--- src/rtl/dmac_read_responder.sv ---
// AXI4 read-channel responder. It turns AR bursts into 1-cycle-latency memory reads and returns the data through a 4-entry R FIFO.
// Optional burst error checking is enabled by defining DMAC_RD_RESP_ERR_CHECK_EN.
module dmac_read_responder #(
  parameter int unsigned ADDR_WD = 32,
  parameter int unsigned DATA_WD = 32
) (
  input  logic               clk,
  input  logic               rst,
  input  logic               s_axi_arvalid,
  output logic               s_axi_arready,
  input  logic [ADDR_WD-1:0] s_axi_araddr,
  input  logic [7:0]         s_axi_arlen,
  input  logic [2:0]         s_axi_arsize,
  input  logic [1:0]         s_axi_arburst,
  output logic               s_axi_rvalid,
  input  logic               s_axi_rready,
  output logic [DATA_WD-1:0] s_axi_rdata,
  output logic [1:0]         s_axi_rresp,
  output logic               s_axi_rlast,
  output logic               mem_rd_en,
  output logic [ADDR_WD-1:0] mem_rd_addr,
  input  logic [DATA_WD-1:0] mem_rd_data
);
  localparam int unsigned STRB_WD = DATA_WD / 8;
  localparam logic [ADDR_WD-1:0] ALIGN_MSK = ~ADDR_WD'(STRB_WD - 1);

  typedef enum logic {S_IDLE, S_BURST} state_t;
  state_t r_state, w_state_nxt;

  logic               r_arrdy_en;
  logic [ADDR_WD-1:0] r_addr, r_inc, r_mask;
  logic [1:0]         r_burst;
  logic               r_err;
  logic [7:0]         r_beats_left;
  logic               r_p1_vld, r_p1_last, r_p1_err;
  logic [DATA_WD-1:0] r_fifo_data [4];
  logic               r_fifo_last [4];
  logic               r_fifo_err  [4];
  logic [1:0]         r_wptr, r_rptr;
  logic [2:0]         r_count;

  logic               w_ar_hs, w_credit, w_issue, w_last_beat, w_pop, w_ar_err;
  logic [1:0]         w_ar_burst;
  logic [ADDR_WD-1:0] w_inc, w_mask, w_addr_nxt;

  assign w_ar_hs     = s_axi_arvalid && s_axi_arready;
  assign w_inc       = ADDR_WD'(1) << s_axi_arsize;
  assign w_mask      = ((ADDR_WD'(s_axi_arlen) + ADDR_WD'(1)) << s_axi_arsize) - ADDR_WD'(1);
  // A beat issued now sits in r_p1 next cycle, so FIFO plus one pipeline stage bounds occupancy at 4
  assign w_credit    = (r_count + {2'b00, r_p1_vld}) < 3'd4;
  assign w_issue     = (r_state == S_BURST) && w_credit;
  assign w_last_beat = (r_beats_left == 8'd0);
  assign w_pop       = s_axi_rvalid && s_axi_rready;

`ifdef DMAC_RD_RESP_ERR_CHECK_EN
  localparam int unsigned LG_STRB = $clog2(STRB_WD);
  logic w_wrap_len_ok;
  always_comb begin
    w_wrap_len_ok = (s_axi_arlen == 8'd1) || (s_axi_arlen == 8'd3) ||
                    (s_axi_arlen == 8'd7) || (s_axi_arlen == 8'd15);
    w_ar_err      = (s_axi_arburst == 2'b11) || (32'(s_axi_arsize) > LG_STRB) ||
                    ((s_axi_arburst == 2'b10) &&
                     (!w_wrap_len_ok || ((s_axi_araddr & (w_inc - ADDR_WD'(1))) != '0)));
  end
  assign w_ar_burst = s_axi_arburst;
`else
  assign w_ar_err   = 1'b0;
  assign w_ar_burst = (s_axi_arburst == 2'b11) ? 2'b01 : s_axi_arburst;
`endif

  always_comb begin
    case (r_burst)
      2'b00:   w_addr_nxt = r_addr;
      2'b10:   w_addr_nxt = (r_addr & ~r_mask) | ((r_addr + r_inc) & r_mask);
      default: w_addr_nxt = r_addr + r_inc;
    endcase
  end

  always_ff @(posedge clk or negedge rst) begin
    if (!rst) r_state <= S_IDLE;
    else      r_state <= w_state_nxt;
  end

  always_comb begin
    w_state_nxt = r_state;
    case (r_state)
      S_IDLE:  if (w_ar_hs) w_state_nxt = S_BURST;
      S_BURST: if (w_issue && w_last_beat) w_state_nxt = S_IDLE;
      default: w_state_nxt = S_IDLE;
    endcase
  end

  always_comb begin
    s_axi_arready = (r_state == S_IDLE) && r_arrdy_en;
    mem_rd_en     = w_issue && !r_err;
    mem_rd_addr   = mem_rd_en ? (r_addr & ALIGN_MSK) : '0;
  end

  always_ff @(posedge clk or negedge rst) begin
    if (!rst) begin
      r_arrdy_en   <= 1'b0;
      r_addr       <= '0;
      r_inc        <= '0;
      r_mask       <= '0;
      r_burst      <= '0;
      r_err        <= 1'b0;
      r_beats_left <= '0;
      r_p1_vld     <= 1'b0;
      r_p1_last    <= 1'b0;
      r_p1_err     <= 1'b0;
      r_wptr       <= '0;
      r_rptr       <= '0;
      r_count      <= '0;
    end else begin
      r_arrdy_en <= 1'b1;
      if (w_ar_hs) begin
        r_addr       <= s_axi_araddr;
        r_inc        <= w_inc;
        r_mask       <= w_mask;
        r_burst      <= w_ar_burst;
        r_err        <= w_ar_err;
        r_beats_left <= s_axi_arlen;
      end else if (w_issue) begin
        r_addr       <= w_addr_nxt;
        r_beats_left <= r_beats_left - 8'd1;
      end
      r_p1_vld  <= w_issue;
      r_p1_last <= w_last_beat;
      r_p1_err  <= r_err;
      if (r_p1_vld) r_wptr <= r_wptr + 2'd1;
      if (w_pop)    r_rptr <= r_rptr + 2'd1;
      case ({r_p1_vld, w_pop})
        2'b10:   r_count <= r_count + 3'd1;
        2'b01:   r_count <= r_count - 3'd1;
        default: r_count <= r_count;
      endcase
    end
  end

  // Storage needs no reset: pointers and count alone decide what is visible
  always_ff @(posedge clk) begin
    if (r_p1_vld) begin
      r_fifo_data[r_wptr] <= r_p1_err ? '0 : mem_rd_data;
      r_fifo_last[r_wptr] <= r_p1_last;
      r_fifo_err[r_wptr]  <= r_p1_err;
    end
  end

  always_comb begin
    s_axi_rvalid = (r_count != 3'd0);
    s_axi_rdata  = s_axi_rvalid ? r_fifo_data[r_rptr] : '0;
    s_axi_rresp  = (s_axi_rvalid && r_fifo_err[r_rptr]) ? 2'b10 : 2'b00;
    s_axi_rlast  = s_axi_rvalid && r_fifo_last[r_rptr];
  end
endmodule

--- config.mk ---
export PLATFORM = sky130hd
export DESIGN_NAME = dmac_read_responder
export DESIGN_NICKNAME = d
export VERILOG_FILES = /design/src/rtl/dmac_read_responder.sv
export SDC_FILE = /design/constraint.sdc
export NUM_CORES = 1
export LEC_CHECK = 0
export ABC_AREA = 0
export CORE_ASPECT_RATIO = 1.5
export CORE_UTILIZATION = 41
export CTS_CLUSTER_SIZE = 40
export DETAILED_ROUTE_END_ITERATION = 10
export PLACE_DENSITY = 0.65
export SYNTH_ARGS = -nofsm -noshare
export SYNTH_HDL_FRONTEND = slang
export SYNTH_SLANG_ARGS = --single-unit
--- constraint.sdc ---
create_clock -name clk -period 4.5 [get_ports clk]
set_clock_uncertainty 0.1 [all_clocks]
set_input_delay 1.125 -clock clk [delete_from_list [all_inputs] [get_ports clk]]
set_output_delay 1.125 -clock clk [all_outputs]
set_load 0.05 [all_outputs]
==> impl_metrics.yaml, run 1 <==
synthesis:
  ys_seq_elements: 224
  synth_xor_area_share_pct: 3.10
  synth_cell_type_count: 78
  synth_fa_ha_area_share_pct: 2.41
  synth_edf_count: 132
  synth.avg_cell_area_um2: 12.1
  yosysSeqAreaShare_pct: 56.8
  async_flop_share_pct: 41.1
  synth_compound_area_share_pct: 12.5
  synth_cells: 910
  yosys.area_share.simple_pct: 14.6
  yosys_warnings: 0
  ys.flop_type: "edfxtp_1"
  synth_area_mm2: 0.0110
  muxShareOfSynthArea_pct: 7.39
  synth_top_family_by_area: "simple AND/OR/NAND/NOR gates"
clock_network:
  cts.clk_slew.worst_paths_ns: 0.06
  cts_setup_buffers: 0
  cts-root-buf: "clkbuf_16"
  insertion_delay_ns: 0.50
  clk_path_buf_depth: 3
  cts_made_buffers: 23
  cts_hold_buf: 0
  cts_resized: 0
  clock_sinks: 224
  h-tree-depth: 1
  cts_tree: "yes"
floorplanning:
  pin_count: 151
  core_mm2: 0.0265
  die-height_um: 203
  die_x_um: 136
  initial_core_util_pct: 41.6
  fp-row-count: 73
  fp.dieArea_mm2: 0.0276
timing:
  relSlewSlack_pct: 26.1
  fin_tns_setup_ns: 0
  setup_violations: 0
  hold_slack_ns: 0.378
  fin_crit_sh_pct: 88.0
  finalCriticalPeriod_ns: 3.96
  tightest_slew_ns: 1.11
  finalWorstSetupSlack_ns: 0.538
  rsz0062_at_grt: "no"
  timing.fmax_mhz: 252
  final-hold-violation-count: 0
  slew_violations: 0
global_route:
  track_usage_pct: 20.1
  antenna_found_initial: 2
  grt_pass1_wl_um: 43000
  gr-total-overflow: 0
  grt_max_degree: 62
  grt_pass1_vias: 7920
detailed_routing:
  drc_errors: 0
  avgRoutedWirePerCell_um: 19.4
  drt_first_pass_iters: 5
  routed_wl_um: 27400
  num_vias: 7857
  ant_nets: 0
  vias_per_cell: 5.56
  drtIter0Drc: 433
placement:
  portBuffers: 146
  place.gp.congestion: 0.942
  dp_cells: 1371
  post-place-ws_ns: 0.204
  dp_hpwl_um: 19200
job:
  max_cap_violations: 0
final_layout:
  diodes: 0
  drive_gt1_share_pct: 11.8
  area_growth_pct: 25.3
  fin_cells: 1413
  nets: 1160
pwr:
  vdd_drop_max_mv: 0.595
  fin_total_pwr_mw: 10.2
  power_density_mw_per_mm2: 741
  leakagePower_nw: 5.36
worst_hold_path:
  min-delay-start: "r_mask[29]"
  hp-class: "register to register"
setup_path:
  cp_max_fo: 35
  cp.required_ns: 3.27
  end_kind: "output port"
  r2r_start: "r_state"
  critPathKind: "register to output port"
  arrival_ns: 2.74
  crit_start: "r_state"
  startpoint_type: "register"
status:
  outcome: "finished, final reports clean"
[synthesized netlist by cell type (23+ instances only)]
master    number  area, um2
a21oi_1       27        135
and2_1        46        288
and3_1        40        250
clkbuf_1      41        154
dfrtp_1       92       2300
edfxtp_1     132       3960
mux4_2        33        743
nand2_1       81        304
nor2_1        50        188
o21ai_0       32        160
o21ai_1       29        145
xor2_1        23        201
[metal layers]
| layer | track usage [%] | up-vias | part of all wire [%] |
|---|---|---|---|
| li1 | - | 3705 | - |
| met1 | 23.5 | 3860 | 39 |
| met2 | 37.2 | 237 | 53 |
| met3 | 2.67 | 51 | 4.9 |
| met4 | 7.02 | 4 | 2.9 |
| met5 | 0 | - | 0.077 |
[worst paths after layout]
| kind | end | slack, ns | cells past startpoint |
|---|---|---|---|
| setup / recovery | mem_rd_addr[12] | 0.54 | 2 |
| hold / removal | r_mask[29] | 0.38 | 1 |
| setup reg to reg | register | 1.40 | 7 |
| hold reg to reg | r_mask[29] | 0.38 | 1 |
| max in group asynchronous | r_mask[9] | 2.95 | 2 |
| min in group asynchronous | async pin | 0.53 | 1 |
[kinds of logic after synthesis]
logic type	Yosys count
AOI/OAI and AO/OA	204
adders and majority gates	20
muxes	40
other	2
xor gates and xnor gates	39
buffers and inverters	83
DFF	224
and+or+nand+nor	298
[where the power goes]
group          internal (mW)  switching (mW)  total [mW]
sequential              2.82           0.381        3.20
combinational           1.87            3.06        4.93
clock                   1.34           0.779        2.11
total                   6.03            4.22        10.2
[layout make-up]
cell class / count / area, um2
well taps: 337 / 422
clock buffers: 32 / 637
flip-flops and latches: 224 / 6270
multi-input cells: 606 / 4440
inverters: 20 / 75.1
clock inverters: 10 / 206
fillers: 2267 / 12700
repair buffers: 184 / 1770
[worst max-delay path: stages (launching register included)]
cell,delay [ns]
dfrtp_1,1.07
and3_1,0.34
clkdlybuf4s50_1,0.82
[through the flow]
step	cell area (um2)	utilization, %
floorplan	11000	-
global placement	13000	49.0
detailed placement	13000	49.0
CTS	13800	52.2
global route	13800	52.2
finish	13800	52.2
[placed cells by master (no fill, tap or decap), drive strengths merged, types with 14 or more instances in the layout]
| cell | instances |
|---|---|
| clkbuf | 32 |
| and3 | 40 |
| buf | 39 |
| xnor2 | 16 |
| nand2 | 81 |
| a21oi | 27 |
| a21o | 17 |
| nand3 | 17 |
| o211ai | 17 |
| and2 | 46 |
| mux4 | 33 |
| xor2 | 23 |
| o21ai | 61 |
| inv | 20 |
| ha | 18 |
| nor2 | 52 |
| edfxtp | 132 |
| dfrtp | 92 |
| nand4 | 14 |
| clkdlybuf4s50 | 145 |
(Power assumes the default switching activity.)
==> run 2: changes to the inputs <==
Settings changed: DONT_BUFFER_PORTS set to 1, PLACE_DENSITY 0.65 to 0.57.
==> run 2 against run 1 <==
Fmax grew 8.7%. Final area decreased by 13%. Sequential cell count unchanged. Non-clock buffer count down 168. Combinational power decreased by 19%. Largest cell class unchanged. Highest routed layer is now met4.
==> impl_metrics.yaml, run 2 (synthesized netlist as in run 1, its figures left out) <==
status:
  outcome: "finished, final reports clean"
detailed_routing:
  ant_nets: 0
  routed_wl_um: 26100
  avgRoutedWirePerCell_um: 21.0
  drt_first_pass_iters: 6
  drc_errors: 0
  vias_per_cell: 5.72
  drtIter0Drc: 455
  num_vias: 7127
worst_hold_path:
  hp-class: "primary input to async pin"
setup_path:
  startpoint_type: "register"
  critPathKind: "register to output port"
  path_buf_inv: 0
  r2r_setup_slack_ns: 1.30
  end_kind: "output port"
  critPathSlowestCell: "or3_1"
  r2r_start: "r_state"
  cp.required_ns: 3.27
  endpoint: "s_axi_rdata[28]"
  path_depth: 2
  crit_chain: "or3_1 -> and2_1"
  reg2reg_depth: 9
  arrival_ns: 2.42
  slowest_delay_ns: 0.86
  cp_max_fo: 35
  crit_start: "r_count[2]"
  timing.critical_path.max_delay_family: "simple AND/OR/NAND/NOR gates"
clock_network:
  h-tree-depth: 1
  insertion_delay_ns: 0.51
  clk_path_buf_depth: 3
  cts_made_buffers: 23
  cts_tree: "yes"
  cts_setup_buffers: 0
  cts_resized: 0
  cts_hold_buf: 0
  cts-root-buf: "clkbuf_16"
  clock_sinks: 224
  cts.clk_slew.worst_paths_ns: 0.07
final_layout:
  stdcell_area_mm2: 0.0121
  final_cell_mix: "edfxtp_1, dfrtp_1, nand2_1, nor2_1, and2_1"
  nets: 992
  final_common_cell: "edfxtp_1"
  drive_gt1_share_pct: 11.5
  fin_cells: 1246
  area_growth_pct: 9.40
timing:
  final-hold-violation-count: 0
  fin_crit_sh_pct: 81.0
  tightest_slew_ns: 1.21
  rsz0062_at_grt: "no"
  timing.fmax_mhz: 274
  setup_violations: 0
  slew_violations: 0
  fin_tns_setup_ns: 0
  relSlewSlack_pct: 19.4
  finalCriticalPeriod_ns: 3.65
global_route:
  grt_pass1_wl_um: 41100
  antenna_found_initial: 1
  grt_max_degree: 93
  track_usage_pct: 19.3
  grt_pass1_vias: 7414
  gr-total-overflow: 0
pwr:
  leakagePower_nw: 4.63
  p_int_mw: 4.96
  seqPwrFrac_pct: 35.6
  clkPwrFrac_pct: 20.3
  p_sw_share_pct: 45.1
  vdd_drop_max_mv: 0.492
  power_density_mw_per_mm2: 749
  p_sw_mw: 4.07
  p_comb_share_pct: 44.1
placement:
  place_area_mm2: 0.0113
  dp_cells: 1203
  place.gp.congestion: 0.878
  dp_hpwl_um: 17600
  portBuffers: 0
floorplanning:
  die_x_um: 136
  initial_core_util_pct: 41.6
  pin_count: 151
  fp.dieArea_mm2: 0.0276
  fp-row-count: 73
  core_mm2: 0.0265
  die-height_um: 203
job:
  max_cap_violations: 0
[run 2: cell count changes in the layout (fill, tap and decap cells not counted), sizes merged, moves of 5 or more]
cell	before	now
buf	39	16
bufinv	6	1
clkbuf	32	26
clkdlybuf4s50	145	0
clkinv	4	9
[run 2: how the worst min path moves through the flow]
stage,from,to,slack (ns),cells after the start
global route,rst,r_arrdy_en,0.18,0
finish,rst,r_arrdy_en,0.21,0
floorplan,r_mask[31],r_mask[31],0.34,2
detailed placement,r_mask[27],r_mask[27],0.37,1
global placement,r_mask[30],r_mask[30],0.36,1
CTS,rst,r_arrdy_en,0.18,0
[run 2: worst register-to-register path: stages (launching register included)]
cell and delay [ns]:
dfrtp_1 1.14, nor2b_1 0.13, buf_4 0.25, nand2_4 0.29, nand2b_1 0.46, o21ai_0 0.30, nor2_1 0.06, nand2_1 0.13
xor2_1 0.16, a21oi_1 0.08
[run 2: area by class of cell]
class	instances	area [um2]
inverters	20	75.1
clock buffers	26	597
well taps	337	422
clock inverters	16	125
diodes	1	2.50
fillers	2434	14400
flip-flops and latches	224	6270
multi-input cells	606	4440
repair buffers	16	133
[run 2: power by group through the flow]
stage	combinational, mW	sequential, mW	clock, mW
2_1_floorplan	3.52	3.07	0
3_3_place_gp	4.00	3.25	0
3_5_place_dp	4.03	3.26	0
4_1_cts	4.03	3.22	1.90
5_1_grt	4.30	3.30	1.97
6_report	3.98	3.21	1.84
[run 2: metrics by stage]
step                hold WS, ns  worst slack, ns  total power [mW]  util (%)
floorplan                 0.340             1.01              6.58         -
global placement          0.361            0.744              7.25      42.8
detailed placement        0.371            0.658              7.29      42.8
CTS                       0.178            0.745              9.15      45.5
global route              0.177            0.654              9.56      45.5
finish                    0.206            0.855              9.03      45.5
[run 2: layer usage]
layer / share of wire (%) / global-route usage [%] / vias up
met5: 0 / 0 / -
met4: 2.1 / 5.87 / 0
met3: 6.2 / 4.14 / 38
met2: 53 / 35.3 / 180
met1: 39 / 22.0 / 3546
li1: - / - / 3363
==> run 3: changes to the inputs <==
Clock period 4.5 ns to 3.77 ns, I/O delays scaled along.
==> run 3 against run 2 <==
Sequential cell count unchanged. Global-route usage about the same. Register-to-register slack got worse by 0.47 ns. Setup slack got worse by 0.53 ns. Total power increased by 24%. Via count increased by 1.3%. Die area unchanged. Routed wire length increased by 0.27%. Clock power increased by 40%. Largest cell class unchanged. Highest routed layer unchanged.
==> impl_metrics.yaml, run 3 (synthesized netlist as in run 1, its figures left out) <==
status:
  outcome: "finished, final reports clean"
detailed_routing:
  ant_nets: 0
  drt_first_pass_iters: 6
  num_vias: 7219
  drc_errors: 0
  avgRoutedWirePerCell_um: 20.9
  drtIter0Drc: 360
  vias_per_cell: 5.75
  routed_wl_um: 26200
pwr:
  p_comb_share_pct: 43.1
  leakagePower_nw: 4.75
  power_density_mw_per_mm2: 913
  seqPwrFrac_pct: 33.9
  clkPwrFrac_pct: 23.0
  p_int_mw: 6.37
  p_sw_mw: 4.87
  p_sw_share_pct: 43.3
  vdd_drop_max_mv: 0.568
setup_path:
  crit_start: "r_p1_vld"
  timing.critical_path.max_delay_family: "simple AND/OR/NAND/NOR gates"
  path_buf_inv: 1
  cp.required_ns: 2.73
  startpoint_type: "register"
  cp_max_fo: 26
  arrival_ns: 2.40
  end_kind: "output port"
  crit_chain: "nand3_1 -> xor2_2 -> buf_12 -> and3_1"
  slowest_delay_ns: 0.56
  critPathSlowestCell: "and3_1"
  critPathKind: "register to output port"
  r2r_start: "r_p1_vld"
final_layout:
  final_common_cell: "edfxtp_1"
  nets: 1000
  final_cell_mix: "edfxtp_1, dfrtp_1, nand2_1, nor2_1, and2_1"
  fin_util_pct: 46.5
  drive_gt1_share_pct: 12.1
  area_growth_pct: 11.6
placement:
  portBuffers: 0
  dp_hpwl_um: 17800
  place.gp.congestion: 0.876
global_route:
  grt_max_degree: 81
  track_usage_pct: 19.2
  grt_pass1_vias: 7363
  grt_pass1_wl_um: 40900
  antenna_found_initial: 3
  use_met2_pct: 35.9
  grt_use_met1_pct: 21.8
  gr-total-overflow: 0
  grtUsageMet3_pct: 3.77
  busiest_layer: "met2"
clock_network:
  cts.clk_slew.worst_paths_ns: 0.06
  cts_hold_buf: 1
  clk_path_buf_depth: 3
  cts-root-buf: "clkbuf_16"
  h-tree-depth: 1
  clock_sinks: 224
  insertion_delay_ns: 0.51
  cts_setup_buffers: 0
  cts_resized: 0
  cts_made_buffers: 23
  cts_tree: "yes"
floorplanning:
  initial_core_util_pct: 41.6
  fp-row-count: 73
  fp.dieArea_mm2: 0.0276
  die-height_um: 203
  die_x_um: 136
  pin_count: 151
  core_mm2: 0.0265
timing:
  rsz0062_at_grt: "no"
  relSlewSlack_pct: 31.2
  fin_crit_sh_pct: 91.3
  fin_tns_setup_ns: 0
  tightest_slew_ns: 1.03
  finalCriticalPeriod_ns: 3.44
  slew_violations: 0
  final-hold-violation-count: 0
  timing.fmax_mhz: 290
  setup_violations: 0
job:
  max_cap_violations: 0
worst_hold_path:
  hp-class: "primary input to async pin"
## run 3: per-layer routing
metal / up-vias / share of wire [%]
met2: 189 / 54
met1: 3598 / 38
met4: 0 / 2.2
met5: - / 0
li1: 3397 / -
met3: 35 / 6.2
## run 3: through the flow
stage	total power, mW	std cells	setup WS [ns]	area (um2)	hold slack [ns]
2_1_floorplan	7.86	913	0.460	11000	0.340
3_3_place_gp	8.71	1210	0.285	11400	0.362
3_5_place_dp	8.76	1210	0.260	11400	0.369
4_1_cts	11.4	1253	0.204	12300	0.000740
5_1_grt	11.9	1253	0.145	12300	0.0109
6_report	11.2	1255	0.326	12300	0.0361
## run 3: final cells by class
cell class / instances / area (um2)
diodes: 2 / 5.00
clock buffers: 25 / 593
clock inverters: 17 / 272
fillers: 2414 / 14200
inverters: 20 / 75.1
multi-input cells: 606 / 4440
flip-flops and latches: 224 / 6270
well taps: 337 / 422
repair buffers: 24 / 233
## run 3: path summary, 6_finish.rpt
| kind | to | slack [ns] | cells past startpoint |
|---|---|---|---|
| worst max-delay path | mem_rd_addr[10] | 0.33 | 4 |
| worst min-delay path | async pin | 0.04 | 0 |
| worst max register to register | register | 0.83 | 7 |
| worst min register to register | r_inc[2] | 0.38 | 2 |
| max in group asynchronous | async pin | 2.29 | 1 |
| min in group clk | r_inc[2] | 0.38 | 2 |
## run 3: power groups by stage
stage	clock, mW	sequential (mW)	combinational [mW]
finish	2.58	3.81	4.84
global route	2.73	3.90	5.22
CTS	2.66	3.82	4.91
detailed placement	0	3.86	4.90
global placement	0	3.85	4.87
floorplan	0	3.66	4.20
## run 3: worst reg2reg max path, stage by stage, from the launching register on
cell     delay, ns
dfrtp_1       0.48
nand3_1       0.16
xor2_2        0.45
and2_1        0.28
o21a_1        0.43
nand2_1       0.28
or4_1         0.52
a31oi_1       0.17
